**src/rtl/forward_wakeup_unit.sv**
```systemverilog
// forward_wakeup_unit
//
// Resolves the source operands of an issued instruction. Each source is
// taken from the register file, a bypass channel or the ROB. Sources that
// cannot be resolved when the request arrives are parked with their ROB tag.
// They are then woken up by snooping the bypass buses and the ROB on every
// cycle. Once every source is captured, the full operand set is presented to
// the consumer over a valid/ready handshake.
//
// Optional feature macro: FWD_STATS_EN adds saturating wait-cycle and
// request counters (stat_wait_cycles, stat_requests).
//
// Ports:
//   clk, rst            clock and asynchronous active-high reset
//   flush               synchronous pipeline flush, drops all held state
//   req_valid/ready     operand request handshake (stall = valid && !ready)
//   req_rf_data         register-file value per source
//   req_rob_entry       ROB tag per source
//   req_rob_entry_valid source still in flight, must come from bypass/ROB
//   rob_rd_entry        ROB read index per source
//   rob_rd_data/valid   ROB read data and completion flag, same cycle
//   byp_data/rob_id     bypass channel values and tags
//   byp_valid           bypass channel is live; channel 0 has top priority
//   out_valid/ready     resolved operand handshake
//   out_data            registered resolved operands, source i in slice i
//   stall               request present but not accepted

`ifndef WORD_SIZE
`define WORD_SIZE 32
`endif
`ifndef ROB_ENTRY_WIDTH
`define ROB_ENTRY_WIDTH 6
`endif

module forward_wakeup_unit #(
  parameter int WORD_SIZE       = `WORD_SIZE,
  parameter int ROB_ENTRY_WIDTH = `ROB_ENTRY_WIDTH,
  parameter int NUM_SRC         = 2,
  parameter int NUM_BYPASS      = 6
) (
  input  logic                                 clk,
  input  logic                                 rst,
  input  logic                                 flush,
  input  logic                                 req_valid,
  output logic                                 req_ready,
  input  logic [NUM_SRC*WORD_SIZE-1:0]         req_rf_data,
  input  logic [NUM_SRC*ROB_ENTRY_WIDTH-1:0]   req_rob_entry,
  input  logic [NUM_SRC-1:0]                   req_rob_entry_valid,
  output logic [NUM_SRC*ROB_ENTRY_WIDTH-1:0]   rob_rd_entry,
  input  logic [NUM_SRC*WORD_SIZE-1:0]         rob_rd_data,
  input  logic [NUM_SRC-1:0]                   rob_rd_valid,
  input  logic [NUM_BYPASS*WORD_SIZE-1:0]      byp_data,
  input  logic [NUM_BYPASS*ROB_ENTRY_WIDTH-1:0] byp_rob_id,
  input  logic [NUM_BYPASS-1:0]                byp_valid,
  output logic                                 out_valid,
  input  logic                                 out_ready,
  output logic [NUM_SRC*WORD_SIZE-1:0]         out_data,
  output logic                                 stall
`ifdef FWD_STATS_EN
  ,
  output logic [31:0]                          stat_wait_cycles,
  output logic [31:0]                          stat_requests
`endif
);

  typedef enum logic [1:0] {
    ST_IDLE  = 2'd0,
    ST_WAIT  = 2'd1,
    ST_VALID = 2'd2
  } state_t;

  state_t                       state_q;
  logic [NUM_SRC-1:0]           pend_q;
  logic [ROB_ENTRY_WIDTH-1:0]   tag_q   [NUM_SRC];
  logic [WORD_SIZE-1:0]         hold_q  [NUM_SRC];

  logic [NUM_SRC-1:0]           res_ok;
  logic [WORD_SIZE-1:0]         res_val [NUM_SRC];
  logic                         all_resolved;
  logic                         accept;

  // A request can only be taken when nothing is held, or when the held
  // result leaves this very cycle. Flush blocks acceptance outright.
  assign req_ready    = !flush && ((state_q == ST_IDLE) ||
                                   (state_q == ST_VALID && out_ready));
  assign accept       = req_valid && req_ready;
  assign stall        = req_valid && !req_ready;
  assign all_resolved = &res_ok;

  // Per-source resolution. Outside WAIT the incoming request is being
  // resolved; inside WAIT the latched pending bits and tags are. The bypass
  // scan runs from the highest index down so the lowest matching channel
  // overwrites the others and wins.
  for (genvar s = 0; s < NUM_SRC; s++) begin : g_src
    logic                       in_flight;
    logic [ROB_ENTRY_WIDTH-1:0] cur_tag;
    logic                       src_ok;
    logic [WORD_SIZE-1:0]       src_val;

    assign in_flight = (state_q == ST_WAIT) ? pend_q[s] : req_rob_entry_valid[s];
    assign cur_tag   = (state_q == ST_WAIT) ? tag_q[s]
                                            : req_rob_entry[s*ROB_ENTRY_WIDTH +: ROB_ENTRY_WIDTH];
    assign rob_rd_entry[s*ROB_ENTRY_WIDTH +: ROB_ENTRY_WIDTH] = cur_tag;

    always_comb begin
      src_ok  = 1'b0;
      src_val = '0;
      if (!in_flight) begin
        src_ok  = 1'b1;
        src_val = (state_q == ST_WAIT) ? hold_q[s] : req_rf_data[s*WORD_SIZE +: WORD_SIZE];
      end else begin
        for (int b = NUM_BYPASS - 1; b >= 0; b--) begin
          if (byp_valid[b] &&
              byp_rob_id[b*ROB_ENTRY_WIDTH +: ROB_ENTRY_WIDTH] == cur_tag) begin
            src_ok  = 1'b1;
            src_val = byp_data[b*WORD_SIZE +: WORD_SIZE];
          end
        end
        if (!src_ok && rob_rd_valid[s]) begin
          src_ok  = 1'b1;
          src_val = rob_rd_data[s*WORD_SIZE +: WORD_SIZE];
        end
      end
    end

    assign res_ok[s]  = src_ok;
    assign res_val[s] = src_val;
  end

  // Main state machine. A request that resolves completely goes straight to
  // VALID; otherwise resolved values are parked in the holding registers and
  // the unresolved sources keep snooping in WAIT. Flush drops everything in
  // flight but leaves the data registers alone since they are qualified by
  // out_valid and the pending bits.
  always_ff @(posedge clk or posedge rst) begin
    if (rst) begin
      state_q   <= ST_IDLE;
      out_valid <= 1'b0;
      out_data  <= '0;
      pend_q    <= '0;
      for (int s = 0; s < NUM_SRC; s++) begin
        tag_q[s]  <= '0;
        hold_q[s] <= '0;
      end
    end else if (flush) begin
      state_q   <= ST_IDLE;
      out_valid <= 1'b0;
      pend_q    <= '0;
    end else if (accept) begin
      if (all_resolved) begin
        for (int s = 0; s < NUM_SRC; s++) begin
          out_data[s*WORD_SIZE +: WORD_SIZE] <= res_val[s];
        end
        state_q   <= ST_VALID;
        out_valid <= 1'b1;
      end else begin
        for (int s = 0; s < NUM_SRC; s++) begin
          hold_q[s] <= res_val[s];
          tag_q[s]  <= req_rob_entry[s*ROB_ENTRY_WIDTH +: ROB_ENTRY_WIDTH];
        end
        pend_q    <= ~res_ok;
        state_q   <= ST_WAIT;
        out_valid <= 1'b0;
      end
    end else begin
      case (state_q)
        ST_WAIT: begin
          for (int s = 0; s < NUM_SRC; s++) begin
            if (pend_q[s] && res_ok[s]) begin
              hold_q[s] <= res_val[s];
              pend_q[s] <= 1'b0;
            end
          end
          if (all_resolved) begin
            for (int s = 0; s < NUM_SRC; s++) begin
              out_data[s*WORD_SIZE +: WORD_SIZE] <= res_val[s];
            end
            state_q   <= ST_VALID;
            out_valid <= 1'b1;
          end
        end
        ST_VALID: begin
          if (out_ready) begin
            state_q   <= ST_IDLE;
            out_valid <= 1'b0;
          end
        end
        default: begin
          state_q   <= ST_IDLE;
          out_valid <= 1'b0;
        end
      endcase
    end
  end

`ifdef FWD_STATS_EN
  // Saturating statistics; only reset clears them so they survive flushes.
  always_ff @(posedge clk or posedge rst) begin
    if (rst) begin
      stat_wait_cycles <= '0;
      stat_requests    <= '0;
    end else begin
      if (state_q == ST_WAIT && stat_wait_cycles != 32'hFFFF_FFFF) begin
        stat_wait_cycles <= stat_wait_cycles + 32'd1;
      end
      if (accept && stat_requests != 32'hFFFF_FFFF) begin
        stat_requests <= stat_requests + 32'd1;
      end
    end
  end
`endif

endmodule
```
**config.mk**
```make
export PLATFORM = sky130hd
export DESIGN_NAME = forward_wakeup_unit
export DESIGN_NICKNAME = d
export VERILOG_FILES = /design/src/rtl/forward_wakeup_unit.sv
export SDC_FILE = /design/constraint.sdc
export NUM_CORES = 1
export LEC_CHECK = 0
export CAP_MARGIN = 20
export CORE_MARGIN = 2
export CORE_UTILIZATION = 32
export CTS_CLUSTER_SIZE = 8
export DETAILED_ROUTE_END_ITERATION = 10
export SLEW_MARGIN = 20
export SYNTH_ARGS = -nofsm -noshare
export SYNTH_HDL_FRONTEND = slang
export SYNTH_SLANG_ARGS = --single-unit
```
**constraint.sdc**
```tcl
create_clock -name clk -period 6.63 [get_ports clk]
set_clock_uncertainty 0.2 [all_clocks]
set_input_delay 1.326 -clock clk [delete_from_list [all_inputs] [get_ports clk]]
set_output_delay 1.326 -clock clk [all_outputs]
set_load 0.005 [all_outputs]
```
==> summary.txt, run 1 <==
STA
  – RSZ-0062 raised after global routing: no
  – Final Critical Period: 5440 ps
  – Slew Viols, Final: 0
  – Actual slew at the worst max-slew pin: 1160 ps
  – # setup viols final: 0
  – Maximum clock rate: 184 MHz
  – Final TNS setup: 0 ps
  – Final period utilization: 82.1%
  – Worst Setup Slack, final: 1190 ps
  – Final Hold Fails: 0
  – Max-slew headroom: 22.9%

Hold path
  – Hold Startpoint: out_data[49]
  – Worst min-delay path class: register to register
  – Hold Path End: out_data[49]
  – Hold Crit Depth: 1

CTS
  – Post-cts resize count: 0
  – CTS Sinks: 144
  – H-tree depth: 4
  – Total clock buffers created by CTS: 17
  – Clock slew at reported path FFs: 60 ps
  – Post-CTS Setup Inserts: 0
  – CTS tree: built
  – Root Buffer: clkbuf_16
  – Clk Latency, worst-skew pair: 430 ps
  – Max clock buf depth: 2
  – CTS Hold Bufs: 0

Global routing
  – Largest net degree at the start of global routing: 69
  – Overflow after GRT: 0
  – Gr usage total: 32.1%
  – Vias in the first global route: 14,438
  – GR met3 Demand/Resource: 8.11%
  – Gr busiest metal: met2
  – Met1 usage: 39.9%
  – First-pass GRT wire length: 93,900 um
  – Antenna violations before repair: 8
  – Met2 Use GR: 52.8%

Die
  – Row Count: 71
  – Initial Utilization: 32.5%
  – I/O pins: 462
  – Horiz. Die Dim: 200 um
  – Core area: 37,800 um^2
  – Die Ht: 200 um
  – Die area: 40,000 um^2

Job
  – Max_cap viols: 0

Drt
  – First-pass iteration count of the detailed router: 6
  – Avg Vias per Cell: 6.06
  – Post-DRT Antenna Nets: 0
  – Final WL: 65,900 um
  – DR DRC count: 0
  – DR vias: 14,478
  – Post-DR wirelength/cell: 27.6 um
  – Drt initial violations: 1,329

Yosys
  – Asr flop ratio synth: 100%
  – Most frequent cells after synthesis: nand2_1, nor2_1, dfrtp_1
  – Top-count cell post-synth: nand2_1
  – Netlist Area Pre-Place: 12,300 um^2
  – Area leader, netlist: dfrtp_1
  – Avg Cell Area, Syn: 8.24 um^2
  – Syn Inst Count: 1,491
  – Synth Net Count: 1,874
  – Top cells by area, synth: dfrtp_1, mux2_1, a221oi_1, nand2_1, mux2_2
  – Sequential area share after synthesis: 29.3%
  – Post-synth EDFFs: 0
  – Synth cell types: 71
  – Top cell type's share of synthesized area: 29.3%
  – Flops & latches, synth: 144
  – Synth Flop Type: dfrtp_1
  – Yosys warns: 0

Worst setup path
  – Crit path max fanout: 17
  – Critical path class: input port to register
  – RR Startpoint: out_valid
  – WP data required: 6810 ps
  – Setup crit end kind: register
  – Startpoint types: input port
  – Reg2reg path depth: 9
  – CP arrival: 5620 ps
  – Worst r2r dst: hold_q[30]
  – FF-to-FF setup slack: 1560 ps

Place
  – GP Congestion: 0.900
  – Detailed placement HPWL: 45,700 um
  – Buffers on Ports: 461
  – DP Worst Slack: 830 ps

Pwr
  – PwrDens: 228 nW/um^2
  – P_leak: 6.90 nW
  – Worst VDD drop: 190 uV

Outcome
  – Status: finished, final reports clean

Final layout
  – Fillers: 3,686
  – Synth-to-Final Area Change: 46.6%
  – Share of cells above drive strength 1: 8.16%
  – Final Net Count: 2,244
[power breakdown]
part           internal [mW]  total [mW]  switching [mW]
clock network          0.613        1.02           0.407
logic                  0.887        1.60           0.709
registers               1.22        1.48           0.269
[cell type report]
cell class / instances / area [um^2] / share of cell area [%]
clock buffers: 23 / 468 / 2.60
inverters: 39 / 151 / 0.841
repair buffers: 494 / 4930 / 27.4
diodes: 5 / 12.5 / 0.0695
well taps: 511 / 639 / 3.55
flip-flops and latches: 144 / 3600 / 20.0
clock inverters: 9 / 133 / 0.737
multi-input cells: 1165 / 8070 / 44.8
[critical path: stages]
cell and delay [ps]:
clkdlybuf4s50_1 560, or2_2 350, a2111oi_0 530, nor2_1 110, nor4b_2 570, a21boi_4 710, buf_4 420, a221oi_1 150
o31a_1 330, o31ai_1 310, mux2_2 210
[state kept, by name (all words and copies together) (netlist names)]
register / cells
state_q: 1
out_valid: 1
hold_q: 64
out_data: 64
pend_q: 2
tag_q: 12
[layout by cell type, fill, tap and decap left out, types with 30 or more instances in the layout]
master	n
dfrtp_1	144
o31ai_1	31
mux2_2	52
a21oi_1	86
a221o_1	30
mux2_1	84
o21ai_0	31
xor2_1	43
o31a_1	33
xnor2_1	31
clkdlybuf4s50_1	461
nor2_1	151
nand2_1	192
nand2b_1	42
a221oi_1	100
a31oi_1	66
inv_1	38
[per-layer routing]
layer  part of all wire, %  vias to the layer above
li1                      -                     6291
met1                    39                     7064
met2                    46                      929
met3                    10                      188
met4                   4.4                        6
met5                 0.053                        -
[per-stage QoR]
| step | hold slack (ps) | area (um^2) | util, % | cells | total power, mW |
|---|---|---|---|---|---|
| after floorplan | 258 | 12300 | - | 1491 | 2.13 |
| after CTS | 288 | 17900 | 47.5 | 2383 | 4.10 |
| after global routing | 298 | 18000 | 47.7 | 2389 | 4.30 |
| after global placement | 267 | 17300 | 45.9 | 2351 | 3.04 |
| final | 283 | 18000 | 47.7 | 2390 | 4.10 |
| after detailed placement | 274 | 17300 | 45.9 | 2351 | 3.08 |
[worst max-delay path by stage]
stage	start	endpoint	slack, ps	depth (start not counted)
floorplan	rst	hold_q[0]	1240	1
global placement	req_rob_entry[0]	hold_q[13]	920	10
detailed placement	req_rob_entry[5]	hold_q[22]	830	10
CTS	req_rob_entry[3]	hold_q[22]	1320	9
global route	byp_rob_id[33]	hold_q[58]	1040	11
finish	byp_rob_id[33]	hold_q[58]	1190	11
[cells by family (layout without fill, tap and decap cells)]
kind of cell	after synthesis	in the layout	synth area share [%]
buffers and inverters	182	565	6.37
AO/OA/AOI/OAI	475	475	28.4
XOR/XNOR	74	74	5.28
AND/OR/NAND/NOR	468	468	16.8
multiplexers	148	148	13.8
flip-flops	144	144	29.3
other	0	5	0
No activity file was read; power rests on OpenSTA's default activity.
==> run 2: changes to the inputs <==
==> constraint.sdc (replaced) <==
create_clock -name clk -period 4.9 [get_ports clk]
set_clock_uncertainty 0.2 [all_clocks]
set_input_delay 0.98 -clock clk [delete_from_list [all_inputs] [get_ports clk]]
set_output_delay 0.98 -clock clk [all_outputs]
set_load 0.005 [all_outputs]
==> summary.txt, run 2 (synthesis results as in run 1) <==
STA
  – # setup viols final: 0
  – Actual slew at the worst max-slew pin: 1030 ps
  – Final Critical Period: 4410 ps
  – RSZ-0062 raised after global routing: no
  – Max-slew headroom: 31.4%
  – Final period utilization: 90.1%
  – Final Hold Fails: 0
  – Maximum clock rate: 227 MHz
  – Final TNS setup: 0 ps
  – Hold_ws: 286 ps
  – Slew Viols, Final: 0

CTS
  – Total clock buffers created by CTS: 17
  – Post-cts resize count: 0
  – H-tree depth: 4
  – Post-CTS Setup Inserts: 0
  – Clk Latency, worst-skew pair: 430 ps
  – CTS Hold Bufs: 0
  – CTS Sinks: 144
  – Max clock buf depth: 2
  – Root Buffer: clkbuf_16
  – CTS tree: built
  – Clock slew at reported path FFs: 70 ps

Worst setup path
  – Max incr delay on CP: 720 ps
  – Critical-path cell list: clkdlybuf4s50_1, mux2i_1, o221ai_1, or4_1, nor2_4, buf_4, a221oi_1, o31a_1, o31ai_1, mux2_1
  – Critical path class: input port to register
  – Startpoint types: input port
  – Crit path max fanout: 15
  – CP arrival: 4590 ps
  – Setup crit end kind: register
  – CP max stage cell: or4_1
  – WP data required: 5070 ps

Drt
  – Final WL: 64,800 um
  – Drt initial violations: 1,235
  – First-pass iteration count of the detailed router: 6
  – DR vias: 14,415
  – Post-DRT Antenna Nets: 0
  – Avg Vias per Cell: 5.97
  – Post-DR wirelength/cell: 26.9 um
  – DR DRC count: 0

Global routing
  – Overflow after GRT: 0
  – Gr usage total: 31.6%
  – Vias in the first global route: 14,596
  – Antenna violations before repair: 7
  – Largest net degree at the start of global routing: 145
  – First-pass GRT wire length: 93,400 um

Final layout
  – Synth-to-Final Area Change: 48.5%
  – Final Net Count: 2,268
  – Most frequent cells in the layout: clkdlybuf4s50_1, nand2_1, nor2_1
  – Largest regs: hold_q x64, out_data x64, tag_q x12
  – Share of cells above drive strength 1: 9.38%
  – Commonest non-fill, non-tap cell in the layout: clkdlybuf4s50_1

Die
  – Die Ht: 200 um
  – Horiz. Die Dim: 200 um
  – Core area: 37,800 um^2
  – Row Count: 71
  – Die area: 40,000 um^2
  – I/O pins: 462
  – Initial Utilization: 32.5%

Place
  – GP Congestion: 0.950
  – Buffers on Ports: 461
  – Detailed placement HPWL: 46,700 um

Pwr
  – Worst VDD drop: 263 uV
  – Final Total Pwr: 5.47 mW
  – PwrDens: 300 nW/um^2
  – P_leak: 7.01 nW

Outcome
  – Status: finished, final reports clean

Job
  – Max_cap viols: 0

Hold path
  – Worst min-delay path class: register to register
run 2: cell types whose count changed in the layout (fill, tap and decap cells not counted), sizes merged:
cell / previous run / this run
buf: 33 / 57
clkbuf: 23 / 21
bufinv: 3 / 1
clkinv: 4 / 2
clkinvlp: 2 / 6
diode: 5 / 4
inv: 39 / 41
run 2: critical path, delay by kind of cell:
| family | cells | cell delay (ps) |
|---|---|---|
| AOI/OAI and AO/OA | 4 | 760 |
| and+or+nand+nor | 2 | 1280 |
| muxes | 2 | 620 |
| buffers and inverters | 2 | 940 |
run 2: layout make-up:
type | instances | area [um^2]
diodes | 4 | 10.0
clock buffers | 21 | 450
clock inverters | 11 | 108
fillers | 3652 | 19500
inverters | 39 | 150
multi-input cells | 1165 | 8070
flip-flops and latches | 144 | 3600
well taps | 511 | 639
repair buffers | 518 | 5210
run 2: report_power, final:
part	switching, mW	internal (mW)
clock network	0.572	0.717
logic	0.967	1.22
registers	0.349	1.65
total	1.89	3.59
run 2: through the flow:
step / setup slack, ps / util (%) / instance area [um^2] / std cells
final: 486 / 48.3 / 18200 / 2413
after global routing: 306 / 48.3 / 18200 / 2413
after CTS: 529 / 48.3 / 18200 / 2409
after detailed placement: 34.8 / 46.8 / 17700 / 2377
after global placement: 75.5 / 46.7 / 17600 / 2376
after floorplan: 824 / - / 12300 / 1491
run 2: per-layer routing:
layer | GRT usage, % | share of wire (%) | up-vias | wire, um
met5 | 0 | 0.056 | - | 36
met4 | 13.4 | 3.9 | 6 | 2540
met3 | 6.74 | 9.4 | 169 | 6100
met2 | 51.0 | 45 | 875 | 29400
met1 | 41.0 | 41 | 7034 | 26700
li1 | - | - | 6331 | -
run 2: path summary, 6_finish.rpt:
| path | startpoint | end | slack, ps | depth (start not counted) |
|---|---|---|---|---|
| hold / removal | hold_q[16] | hold_q[16] | 290 | 1 |
| setup reg to reg | out_valid | out_data[20] | 490 | 10 |
| setup / recovery | req_rob_entry[4] | out_data[20] | 490 | 10 |
| hold reg to reg | hold_q[16] | hold_q[16] | 290 | 1 |
| min in group asynchronous | rst | hold_q[15] | 960 | 3 |
| max in group asynchronous | rst | out_data[62] | 2920 | 3 |
==> run 3: changes to the inputs <==
--- a/config.mk
+++ b/config.mk
@@ -8,9 +8,10 @@
 export CAP_MARGIN = 20
 export CORE_MARGIN = 2
 export CORE_UTILIZATION = 32
-export CTS_CLUSTER_SIZE = 8
+export CTS_CLUSTER_SIZE = 30
 export DETAILED_ROUTE_END_ITERATION = 10
-export SLEW_MARGIN = 20
+export PLACE_DENSITY = 0.75
+export SLEW_MARGIN = 40
 export SYNTH_ARGS = -nofsm -noshare
 export SYNTH_HDL_FRONTEND = slang
 export SYNTH_SLANG_ARGS = --single-unit
==> summary.txt, run 3 (synthesis results as in run 1) <==
Final layout
  – Share of cells above drive strength 1: 10.1%
  – Area of the multi-input gates: 8070 um^2
  – Most frequent cells in the layout: clkdlybuf4s50_1, nand2_1, nor2_1
  – Final Net Count: 2,282
  – Commonest non-fill, non-tap cell in the layout: clkdlybuf4s50_1
  – Reg area: 3600 um^2
  – Largest regs: hold_q x64, out_data x64, tag_q x12
  – Fillers: 3,539
  – Synth-to-Final Area Change: 49.8%

STA
  – Worst Setup Slack, final: 382 ps
  – Final TNS setup: 0 ps
  – Final Critical Period: 4520 ps
  – Maximum clock rate: 221 MHz
  – Final Hold Fails: 0
  – Max-slew headroom: 44.1%
  – # setup viols final: 0
  – Hold_ws: 284 ps
  – Slew Viols, Final: 0
  – Actual slew at the worst max-slew pin: 839 ps
  – RSZ-0062 raised after global routing: no
  – Final period utilization: 92.2%

Worst setup path
  – Setup crit end kind: register
  – CP arrival: 4680 ps
  – WP data required: 5060 ps
  – Crit path max fanout: 18
  – Critical path class: input port to register
  – Startpoint types: input port

Pwr
  – Seq pwr share: 35.9%
  – Worst VDD drop: 244 uV
  – Sw Share: 34.4%
  – Int Pwr: 3.64 mW
  – Clock Power Share: 24.4%
  – Combinational power share: 39.7%
  – P_sw: 1.90 mW
  – P_leak: 7.09 nW
  – PwrDens: 301 nW/um^2

Drt
  – Post-DR wirelength/cell: 26.2 um
  – Final WL: 63,600 um
  – Avg Vias per Cell: 6.08
  – Post-DRT Antenna Nets: 0
  – First-pass iteration count of the detailed router: 9
  – DR vias: 14,722
  – DR DRC count: 0
  – Drt initial violations: 1,753

Place
  – Detailed placement HPWL: 46,300 um
  – GP Congestion: 0.953
  – Buffers on Ports: 461
  – DP Worst Slack: 29.2 ps

Die
  – Initial Utilization: 32.5%
  – Die area: 40,000 um^2
  – I/O pins: 462
  – Horiz. Die Dim: 200 um
  – Core area: 37,800 um^2
  – Row Count: 71
  – Die Ht: 200 um

CTS
  – Clock slew at reported path FFs: 70 ps
  – CTS tree: built
  – Post-cts resize count: 0
  – Total clock buffers created by CTS: 17
  – CTS Hold Bufs: 0
  – CTS Sinks: 144
  – Post-CTS Setup Inserts: 0
  – Clk Latency, worst-skew pair: 420 ps
  – H-tree depth: 4
  – Max clock buf depth: 2
  – Root Buffer: clkbuf_16

Hold path
  – Worst min-delay path class: register to register

Job
  – Max_cap viols: 0

Global routing
  – Gr usage total: 31.0%
  – Largest net degree at the start of global routing: 95
  – First-pass GRT wire length: 92,400 um
  – Antenna violations before repair: 1
  – Vias in the first global route: 14,749
  – Overflow after GRT: 0

Outcome
  – Status: finished, final reports clean
## run 3: cell types whose count changed in the layout (fill, tap and decap cells not counted)
cell	delta
buf_4	+11
buf_12	+4
diode_2	-3
clkbuf_1	-2
buf_16	-1
bufinv_16	+1
clkbuf_8	-1
clkinv_2	-1
inv_6	+1
inv_8	+1
## run 3: final timing paths
kind	start	end	slack (ps)	cells after the start
hold / removal	hold_q[12]	hold_q[12]	280	1
max in group asynchronous	rst	tag_q[2]	2730	4
setup / recovery	byp_rob_id[33]	out_data[15]	380	12
hold reg to reg	hold_q[12]	hold_q[12]	280	1
setup reg to reg	out_valid	out_data[32]	560	12
min in group asynchronous	rst	hold_q[45]	660	2
## run 3: per-stage QoR
stage | cell area, um^2 | std cells | total power [mW] | utilization (%)
2_1_floorplan | 12300 | 1491 | 2.89 | -
3_3_place_gp | 17800 | 2390 | 4.11 | 47.1
3_5_place_dp | 17800 | 2390 | 4.17 | 47.1
4_1_cts | 18400 | 2421 | 5.53 | 48.6
5_1_grt | 18400 | 2423 | 5.82 | 48.7
6_report | 18400 | 2423 | 5.54 | 48.7
## run 3: area by class of cell
class | instances | area share (%)
Antenna cell | 1 | 0.0136
Tap cell | 511 | 3.48
Inverter | 39 | 0.816
Timing Repair Buffer | 532 | 29.1
Clock inverter | 13 | 0.830
Clock buffer | 18 | 2.33
Multi-Input combinational cell | 1165 | 43.9
Sequential cell | 144 | 19.6
## run 3: power by group through the flow
stage	Clock, mW	Sequential (mW)	Combinational (mW)
after floorplan	0	1.88	1.01
after global placement	0	1.98	2.13
after detailed placement	0	2.00	2.17
after CTS	1.37	1.98	2.18
after global routing	1.43	2.04	2.34
final	1.35	1.99	2.20
## run 3: layer usage
metal | share of wire [%] | wire length, um | global-route usage (%)
met5 | 0 | 0 | 0
met1 | 39 | 25000 | 39.6
met2 | 45 | 28300 | 49.3
met4 | 4.9 | 3100 | 13.7
met3 | 11 | 7140 | 7.98
## run 3: worst max-delay path: stages
cell             delay (ps)
clkdlybuf4s50_1         560
or2_2                   350
a2111oi_0               560
nor2_1                  110
nor4b_2                 290
buf_4                   180
a21boi_4                210
buf_4                   320
a221oi_1                130
o31a_1                  330
o31ai_1                 410
mux2_1                  210
